### src/rtl/dvi_transmitter_pkg.sv
// Shared constants and helpers for the DVI TMDS transmitter: control tokens,
// clock-channel pattern, disparity counter width and the stage-1 encoding.
package dvi_transmitter_pkg;

  localparam int CNT_W = 5;

  localparam logic [9:0] CTRL_TOKEN_00 = 10'b1101010100;
  localparam logic [9:0] CTRL_TOKEN_01 = 10'b0010101011;
  localparam logic [9:0] CTRL_TOKEN_10 = 10'b0101010100;
  localparam logic [9:0] CTRL_TOKEN_11 = 10'b1010101011;

  localparam logic [9:0] CLK_PATTERN = 10'b1111100000;

  function automatic logic [3:0] ones8(input logic [7:0] v);
    logic [3:0] n;
    n = '0;
    for (int i = 0; i < 8; i++) begin
      n = n + {3'b000, v[i]};
    end
    return n;
  endfunction

  function automatic logic [9:0] ctrl_token(input logic c1, input logic c0);
    logic [9:0] tok;
    case ({c1, c0})
      2'b00:   tok = CTRL_TOKEN_00;
      2'b01:   tok = CTRL_TOKEN_01;
      2'b10:   tok = CTRL_TOKEN_10;
      default: tok = CTRL_TOKEN_11;
    endcase
    return tok;
  endfunction

  // Transition-minimising stage: q_m[8]=1 marks the XOR chain, 0 the XNOR chain.
  function automatic logic [8:0] tmds_minimise(input logic [7:0] d);
    logic [8:0] q;
    logic [3:0] n;
    logic       use_xnor;
    n        = ones8(d);
    use_xnor = (n > 4'd4) || ((n == 4'd4) && !d[0]);
    q        = '0;
    q[0]     = d[0];
    for (int i = 1; i < 8; i++) begin
      q[i] = use_xnor ? ~(q[i-1] ^ d[i]) : (q[i-1] ^ d[i]);
    end
    q[8] = ~use_xnor;
    return q;
  endfunction

endpackage

### src/rtl/dvi_transmitter_tmds_encoder.sv
// One TMDS channel: stage 1 registers the transition-minimised word and the
// de/control bits, stage 2 applies DC balancing and registers the symbol.
module tmds_encoder
  import dvi_transmitter_pkg::*;
(
  input  logic       pclk,
  input  logic       reset,
  input  logic [7:0] d,
  input  logic       de,
  input  logic       c0,
  input  logic       c1,
  output logic [9:0] tmds
);

  localparam logic signed [CNT_W-1:0] TWO = CNT_W'(2);

  logic [8:0]              q_m;
  logic                    de_q;
  logic                    c0_q;
  logic                    c1_q;
  logic signed [CNT_W-1:0] cnt;
  logic signed [CNT_W-1:0] cnt_nxt;
  logic signed [CNT_W-1:0] diff;
  logic [9:0]              tmds_nxt;
  logic                    q8;
  logic [7:0]              qd;
  logic                    cnt_pos;
  logic                    cnt_neg;
  logic                    diff_pos;
  logic                    diff_neg;

  always_ff @(posedge pclk or posedge reset) begin
    if (reset) begin
      q_m  <= '0;
      de_q <= 1'b0;
      c0_q <= 1'b0;
      c1_q <= 1'b0;
    end else begin
      q_m  <= tmds_minimise(d);
      de_q <= de;
      c0_q <= c0;
      c1_q <= c1;
    end
  end

  assign q8 = q_m[8];
  assign qd = q_m[7:0];

  // n1 - n0 = 2*n1 - 8; the 5-bit wrap of 2*n1 = 16 still yields +8.
  assign diff     = $signed({ones8(qd), 1'b0} - CNT_W'(8));
  assign cnt_neg  = cnt[CNT_W-1];
  assign cnt_pos  = !cnt[CNT_W-1] && (cnt != '0);
  assign diff_neg = diff[CNT_W-1];
  assign diff_pos = !diff[CNT_W-1] && (diff != '0);

  always_comb begin
    tmds_nxt = {1'b0, q8, qd};
    cnt_nxt  = cnt;
    if (!de_q) begin
      tmds_nxt = ctrl_token(c1_q, c0_q);
      cnt_nxt  = '0;
    end else if ((cnt == '0) || (diff == '0)) begin
      tmds_nxt = {~q8, q8, (q8 ? qd : ~qd)};
      cnt_nxt  = q8 ? (cnt + diff) : (cnt - diff);
    end else if ((cnt_pos && diff_pos) || (cnt_neg && diff_neg)) begin
      tmds_nxt = {1'b1, q8, ~qd};
      cnt_nxt  = cnt - diff + (q8 ? TWO : '0);
    end else begin
      tmds_nxt = {1'b0, q8, qd};
      cnt_nxt  = cnt + diff - (q8 ? '0 : TWO);
    end
  end

  always_ff @(posedge pclk or posedge reset) begin
    if (reset) begin
      tmds <= '0;
      cnt  <= '0;
    end else begin
      tmds <= tmds_nxt;
      cnt  <= cnt_nxt;
    end
  end

endmodule

### src/rtl/dvi_transmitter_top.sv
// DVI TMDS transmitter core: three channel encoders (B, G, R) plus the
// constant clock-channel word. Serialisation and clocking live elsewhere.
module dvi_transmitter_top
  import dvi_transmitter_pkg::*;
(
  input  logic        pclk,
  input  logic        reset,
  input  logic [23:0] video_din,
  input  logic        video_hsync,
  input  logic        video_vsync,
  input  logic        video_de,
  output logic [9:0]  tmds_ch0,
  output logic [9:0]  tmds_ch1,
  output logic [9:0]  tmds_ch2,
  output logic [9:0]  tmds_clk_word
);

  assign tmds_clk_word = CLK_PATTERN;

  // Only the blue channel carries sync; the others send the 00 token in blanking.
  tmds_encoder u_enc_b (
    .pclk  (pclk),
    .reset (reset),
    .d     (video_din[7:0]),
    .de    (video_de),
    .c0    (video_hsync),
    .c1    (video_vsync),
    .tmds  (tmds_ch0)
  );

  tmds_encoder u_enc_g (
    .pclk  (pclk),
    .reset (reset),
    .d     (video_din[15:8]),
    .de    (video_de),
    .c0    (1'b0),
    .c1    (1'b0),
    .tmds  (tmds_ch1)
  );

  tmds_encoder u_enc_r (
    .pclk  (pclk),
    .reset (reset),
    .d     (video_din[23:16]),
    .de    (video_de),
    .c0    (1'b0),
    .c1    (1'b0),
    .tmds  (tmds_ch2)
  );

endmodule

### config.mk
export PLATFORM = sky130hd
export DESIGN_NAME = dvi_transmitter_top
export DESIGN_NICKNAME = d
export VERILOG_FILES = /design/src/rtl/dvi_transmitter_pkg.sv /design/src/rtl/dvi_transmitter_tmds_encoder.sv /design/src/rtl/dvi_transmitter_top.sv
export SDC_FILE = /design/constraint.sdc
export NUM_CORES = 1
export LEC_CHECK = 0
export CAP_MARGIN = 0
export CORE_MARGIN = 3
export CORE_UTILIZATION = 62
export DETAILED_ROUTE_END_ITERATION = 8
export HOLD_SLACK_MARGIN = 0.05
export PLACE_DENSITY = 0.95
export SLEW_MARGIN = 30
export SYNTH_ARGS = -nofsm -noshare
export SYNTH_HDL_FRONTEND = slang
export SYNTH_SLANG_ARGS = --single-unit
### constraint.sdc
create_clock -name pclk -period 12.8 [get_ports pclk]
set_clock_uncertainty 0.1 [all_clocks]
set_input_delay 1.28 -clock pclk [delete_from_list [all_inputs] [get_ports pclk]]
set_output_delay 1.28 -clock pclk [all_outputs]
set_load 0.02 [all_outputs]
* After elaboration in Yosys (flattened, before gate mapping)
Cells that the tools add are included.
** Operators by class
- Multiplexer cells :: 52
- Bitwise operators :: 51
- Reduce and logical (&&, ||, !) cells :: 46
- Add/subtract/negate cells :: 63
- Magnitude comparators :: 3
- Equality and inequality tests :: 5
** Operators with widths (count)
- $add A4 B1 Y4 :: 36
- $mux W10 :: 9
- $mux W5 :: 12
- $add A5 B5 Y5 :: 9
- $sub A5 B5 Y5 :: 9
- $logic_not A5 Y1 :: 6
- $pmux W10 S3 :: 1
- $reduce_bool A5 Y1 :: 6
- $not A1 Y1 :: 27
- $mux W8 :: 3
- $not A8 Y8 :: 3
- $mux W1 :: 21
- $xor A1 B1 Y1 :: 21
- $logic_and A1 B1 Y1 :: 15
- $sub A5 B4 Y5 const B :: 3
- $add A1 B1 Y2 :: 6
- $eq A4 B3 Y1 const B :: 3
- $gt A4 B3 Y1 const B :: 3
- $mux W2 :: 6
- $logic_not A1 Y1 :: 9
- $logic_or A1 B1 Y1 :: 9
- $eq A2 B1 Y1 const B :: 1
- $eq A2 B2 Y1 const B :: 1
- $logic_not A2 Y1 :: 1
** Word-level totals
- Output and inout bits :: 40
- Register bits after elaboration :: 75

* Depth between registers and ports, before layout
- Word-level depth :: 29
- Depth in mapped cells :: 16

* By module
Synthesis repeated with hierarchy kept, for this count alone.
** Unflattened totals
- Cells, all modules :: 574
- Area total of the unflattened synthesis :: 6127.1 um^2
** Modules (own cells, without submodules)
- tmds_encoder at u_enc_g :: seq. area each 650.6 um^2, area each 2030.7 um^2, instances 1, cells each 187
- tmds_encoder at u_enc_r :: seq. area each 650.6 um^2, area each 2010.7 um^2, instances 1, cells each 187
- tmds_encoder at u_enc_b :: seq. area each 650.6 um^2, area each 2003.2 um^2, instances 1, cells each 188
- dvi_transmitter_top :: seq. area each 0.0 um^2, area each 82.6 um^2, instances 1, cells each 12

* Worst setup path before layout
OpenSTA, ideal clock, no wires.
- Kind :: input to register
- Start :: input video_din[0]
- End :: register u_enc_b.q_m[7]
- Arrival time :: 4339 ps
- Library setup time :: 80 ps
- Path buffers :: 0
- Setup slack :: 8281 ps
- Stages on the path :: 12
- Cell sequence :: ha_1 inv_1 fa_1 fa_1 inv_1 fa_1 fa_1 nor3b_1 o21ai_0 a21oi_2 xnor2_1 xnor2_1
** On the way
- Word-level cells in the longest chain between the ends :: 29
- Elaborated cells on any way between the ends :: 33
- Classes of those cells :: add/sub: 7; order compare: 1; eq/ne: 1; mux: 7; bitwise: 14; reduce/logical: 3
** Ends and longest elaborated chain
- start, declared :: line dvi_transmitter_top.sv:8 : input logic [23:0] video_din,
- branches (longest 28 deep; another with $add A4 B1 Y4)
- $mux W1 (*) :: line dvi_transmitter_pkg.sv:44 : q[i] = use_xnor ? ~(q[i-1] ^ d[i]) : (q[i-1] ^ d[i]);
- end signal, assigned :: line dvi_transmitter_tmds_encoder.sv:39 : q_m <= tmds_minimise(d);
- end, declared :: line dvi_transmitter_tmds_encoder.sv:17 : logic [8:0] q_m;
Mark *: on every way between the ends.

* Worst setup path in the final report
- Start :: register u_enc_g.q_m[0]
- End :: register u_enc_g.tmds[6]
** On the way
- Word-level cells in the longest chain between the ends :: 15
- Elaborated cells on any way between the ends :: 19
- Classes of those cells :: add/sub: 8; mux: 3; reduce/logical: 8
** Ends and longest elaborated chain
- start, declared :: line dvi_transmitter_tmds_encoder.sv:17
- start signal, assigned :: line dvi_transmitter_tmds_encoder.sv:39
- $add A1 B1 Y2 (*) :: line dvi_transmitter_pkg.sv:18 : n = n + {3'b000, v[i]};
- $add A4 B1 Y4 (*) (6 in a row) :: line dvi_transmitter_pkg.sv:18
- $sub A5 B4 Y5 (*) :: line dvi_transmitter_tmds_encoder.sv:50 : assign diff = $signed({ones8(qd), 1'b0} - CNT_W'(8));
- $reduce_bool A5 Y1 / $logic_not A1 Y1 (equally long branches) :: line dvi_transmitter_tmds_encoder.sv:54 : assign diff_pos = !diff[CNT_W-1] && (diff != '0);
- $logic_and A1 B1 Y1 :: line dvi_transmitter_tmds_encoder.sv:54
- $logic_and A1 B1 Y1 :: line dvi_transmitter_tmds_encoder.sv:65 : end else if ((cnt_pos && diff_pos) || (cnt_neg && diff_neg)) begin
- $logic_or A1 B1 Y1 :: line dvi_transmitter_tmds_encoder.sv:65
- $mux W10 :: line dvi_transmitter_tmds_encoder.sv:65
- $mux W10 (*) :: line dvi_transmitter_tmds_encoder.sv:62 : end else if ((cnt == '0) || (diff == '0)) begin
- $mux W10 (*) :: line dvi_transmitter_tmds_encoder.sv:59 : if (!de_q) begin
- via u_enc_g.tmds_nxt[6] :: line dvi_transmitter_tmds_encoder.sv:24 : logic [9:0] tmds_nxt;
- end signal, assigned :: line dvi_transmitter_tmds_encoder.sv:79 : tmds <= tmds_nxt;
- end, declared :: line dvi_transmitter_tmds_encoder.sv:12 : output logic [9:0] tmds
Mark *: on every way through the listed nets, which the timed path passes. The rest lies on a longest branch.

==> impl_metrics.toml <==
[status]
status = "complete, no violations"

[yosys]
syn_inst = 529
ys_top_cells_by_area = "dfrtp_1 32%, ha_1 15%, fa_1 14%"
synth_top_area_share_pct = 31.8
seq_area_frac_synth_pct = 31.8
synth_seq_cells = 72
post-synth-top-area-cell = "dfrtp_1"
ys_types = 38
syn_area_sq_um = 5660
synth_warnings = 0
syn_area_per_cell_sq_um = 10.7

[flow_run]
maxCapViolations = 0

[layout]
layout_common_cells = "100 x inv_1, 72 x dfrtp_1, 67 x ha_1, 66 x xnor2_1, 58 x clkdlybuf4s50_1"
final_common_cell = "inv_1"
final_layout_size_suffix_gt1_share_pct = 5.86
area_growth_pct = 15.4
n_antenna_cell = 0
layout.cells.non_filler = 705
final_nets = 727
fillCellCount = 534

[grt]
grt_pass1_wl_microns = 19000
antenna_found_initial = 0
grt_pass1_vias = 4250
grt_overflow = 0
track_usage_pct = 23.9
grt_max_degree = 73

[die]
dieWidth_microns = 102
die_y_microns = 102
io_pins = 69
coreArea_sq_um = 8810
initial_core_util_pct = 64.3
rows = 34
die_area_sq_um = 10300

[placed_design]
portBuffers = 58
place_congestion = 0.864
dp_cells = 688
hpwl_microns = 8540

[detailed_routing]
antenna_left = 0
drc_errors = 0
drtPass1Iterations = 4
vias = 3799
viasPerCell = 5.39
wire_per_inst_microns = 16.0
routed_wl_microns = 11300
first_iter_violations = 142

[clock_tree]
clock-sinks = 72
postCtsResizedCells = 0
numCtsBuffers = 9
cts_tree = "done"
cts_setup_buffers = 0
clk_pin_slew_ns = 0.07
cts_max_level = 3
cts-root-buf = "clkbuf_8"
cts_buffer_depth = 2
hold_buffers = 0
clock_latency_ns = 0.35

[setup_path]
critPathArrivalTime_ns = 5.05
cp-start-kind = "register"
worstPathRequired_ns = 12.92
worst_setup_path_end_kind = "register"
cp_max_fo = 5
timing.reg2reg.setup_slack_ns = 7.87
path_class = "register to register"

[sta]
relSlewSlack_pct = 55.0
tightest_slew_ns = 0.670
finalCritPeriodShare_pct = 38.6
hold_ws_ns = 0.500
fmax_mhz = 203
slew_violations = 0
fin_setup_tns_ns = 0
rsz0062_at_grt = "false"
min_period_ns = 4.93
hold_viol_final = 0
setup_viol = 0

[min_path]
holdCritPathClass = "register to register"
## path summary, 6_finish.rpt
path / startpoint / to / cells past startpoint
max: u_enc_g.q_m[0]$_DFF_PP0_ / u_enc_g.tmds[6]$_DFF_PP0_ / 15
min: u_enc_r.q_m[4]$_DFF_PP0_ / u_enc_r.tmds[4]$_DFF_PP0_ / 3
max reg2reg: u_enc_g.q_m[0]$_DFF_PP0_ / u_enc_g.tmds[6]$_DFF_PP0_ / 15
min reg2reg: u_enc_r.q_m[4]$_DFF_PP0_ / u_enc_r.tmds[4]$_DFF_PP0_ / 3
max in group asynchronous: reset / u_enc_r.tmds[5]$_DFF_PP0_ / 3
min in group asynchronous: reset / u_enc_b.c0_q$_DFF_PP0_ / 3
## routing by layer
metal | share of wire, % | vias up | GRT usage (%)
li1 | - | 1771 | -
met1 | 37 | 1874 | 25.2
met3 | 4.9 | 38 | 5.23
met5 | 0 | - | 0
met2 | 55 | 116 | 45.4
met4 | 2.7 | 0 | 9.61
## flip-flops by register name, summed over array words and instances, names as in the netlist
| signal | cells |
|---|---|
| u_enc_b.c0_q | 1 |
| u_enc_b.c1_q | 1 |
| u_enc_b.cnt | 4 |
| u_enc_b.q_m | 9 |
| u_enc_b.tmds | 10 |
| u_enc_g.cnt | 4 |
| u_enc_g.q_m | 9 |
| u_enc_g.tmds | 10 |
| u_enc_r.cnt | 4 |
| u_enc_r.de_q | 1 |
| u_enc_r.q_m | 9 |
| u_enc_r.tmds | 10 |
## cell families after synthesis
kind of cell / share of synthesized area [%]
compound gates: 8.86
xor+xnor: 14.3
fa+ha+maj: 28.6
buf+inv: 8.88
flops: 31.8
mux: 1.83
other cells: 0.133
simple gates: 5.53
## Yosys cell counts
cell type and n:
nand2_1 24, inv_1 101, clkbuf_1 4, o211ai_1 3
a31oi_1 4, a21oi_2 4, o21a_4 1, o211a_1 6
xnor2_1 66, xnor3_1 3, conb_1 2, ha_1 67
o21ai_0 9, a31oi_2 1, nor2_1 8, or3_4 3
a21oi_1 25, a211oi_1 2, fa_1 39, o2bb2ai_1 2
buf_6 2, a21o_1 9, buf_4 11, dfrtp_1 72
nor3_1 2, buf_1 1, mux2_2 3, mux2i_1 7
and3_1 1, and2_1 10, a2bb2oi_2 2, nand3_1 1
nor3b_1 5, o22ai_1 3, nand2b_1 1, nor2b_1 5
o22ai_2 1, xor2_1 19
## metrics by stage
step	setup slack (ns)	utilization (%)	instance area, sq um
5_1_grt	7.63	74.2	6540
4_1_cts	7.82	74.1	6530
6_report	7.87	74.2	6540
2_1_floorplan	8.28	-	5690
3_3_place_gp	7.75	71.5	6300
3_5_place_dp	7.53	71.6	6310
## area by class of cell
type / instances / area [sq um] / area share, %
Clock buffer: 11 / 141 / 2.16
Clock inverter: 5 / 80.1 / 1.23
Timing Repair Buffer: 62 / 612 / 9.36
Multi-Input combinational cell: 346 / 3390 / 51.8
Tap cell: 108 / 135 / 2.07
Inverter: 101 / 379 / 5.80
Sequential cell: 72 / 1800 / 27.6
## worst max-delay path: stages, from the launching register on
cell	delay [ns]
dfrtp_1	0.41
ha_1	0.29
inv_1	0.05
fa_1	0.51
fa_1	0.52
fa_1	0.47
inv_1	0.09
fa_1	0.18
xor2_1	0.44
ha_1	0.37
ha_1	0.23
a21o_1	0.17
o22ai_1	0.51
buf_4	0.27
xnor2_1	0.13
nand2_1	0.07
Power is not shown: default switching activity piles up to over one toggle a cycle in this logic, so the estimate is an artifact.
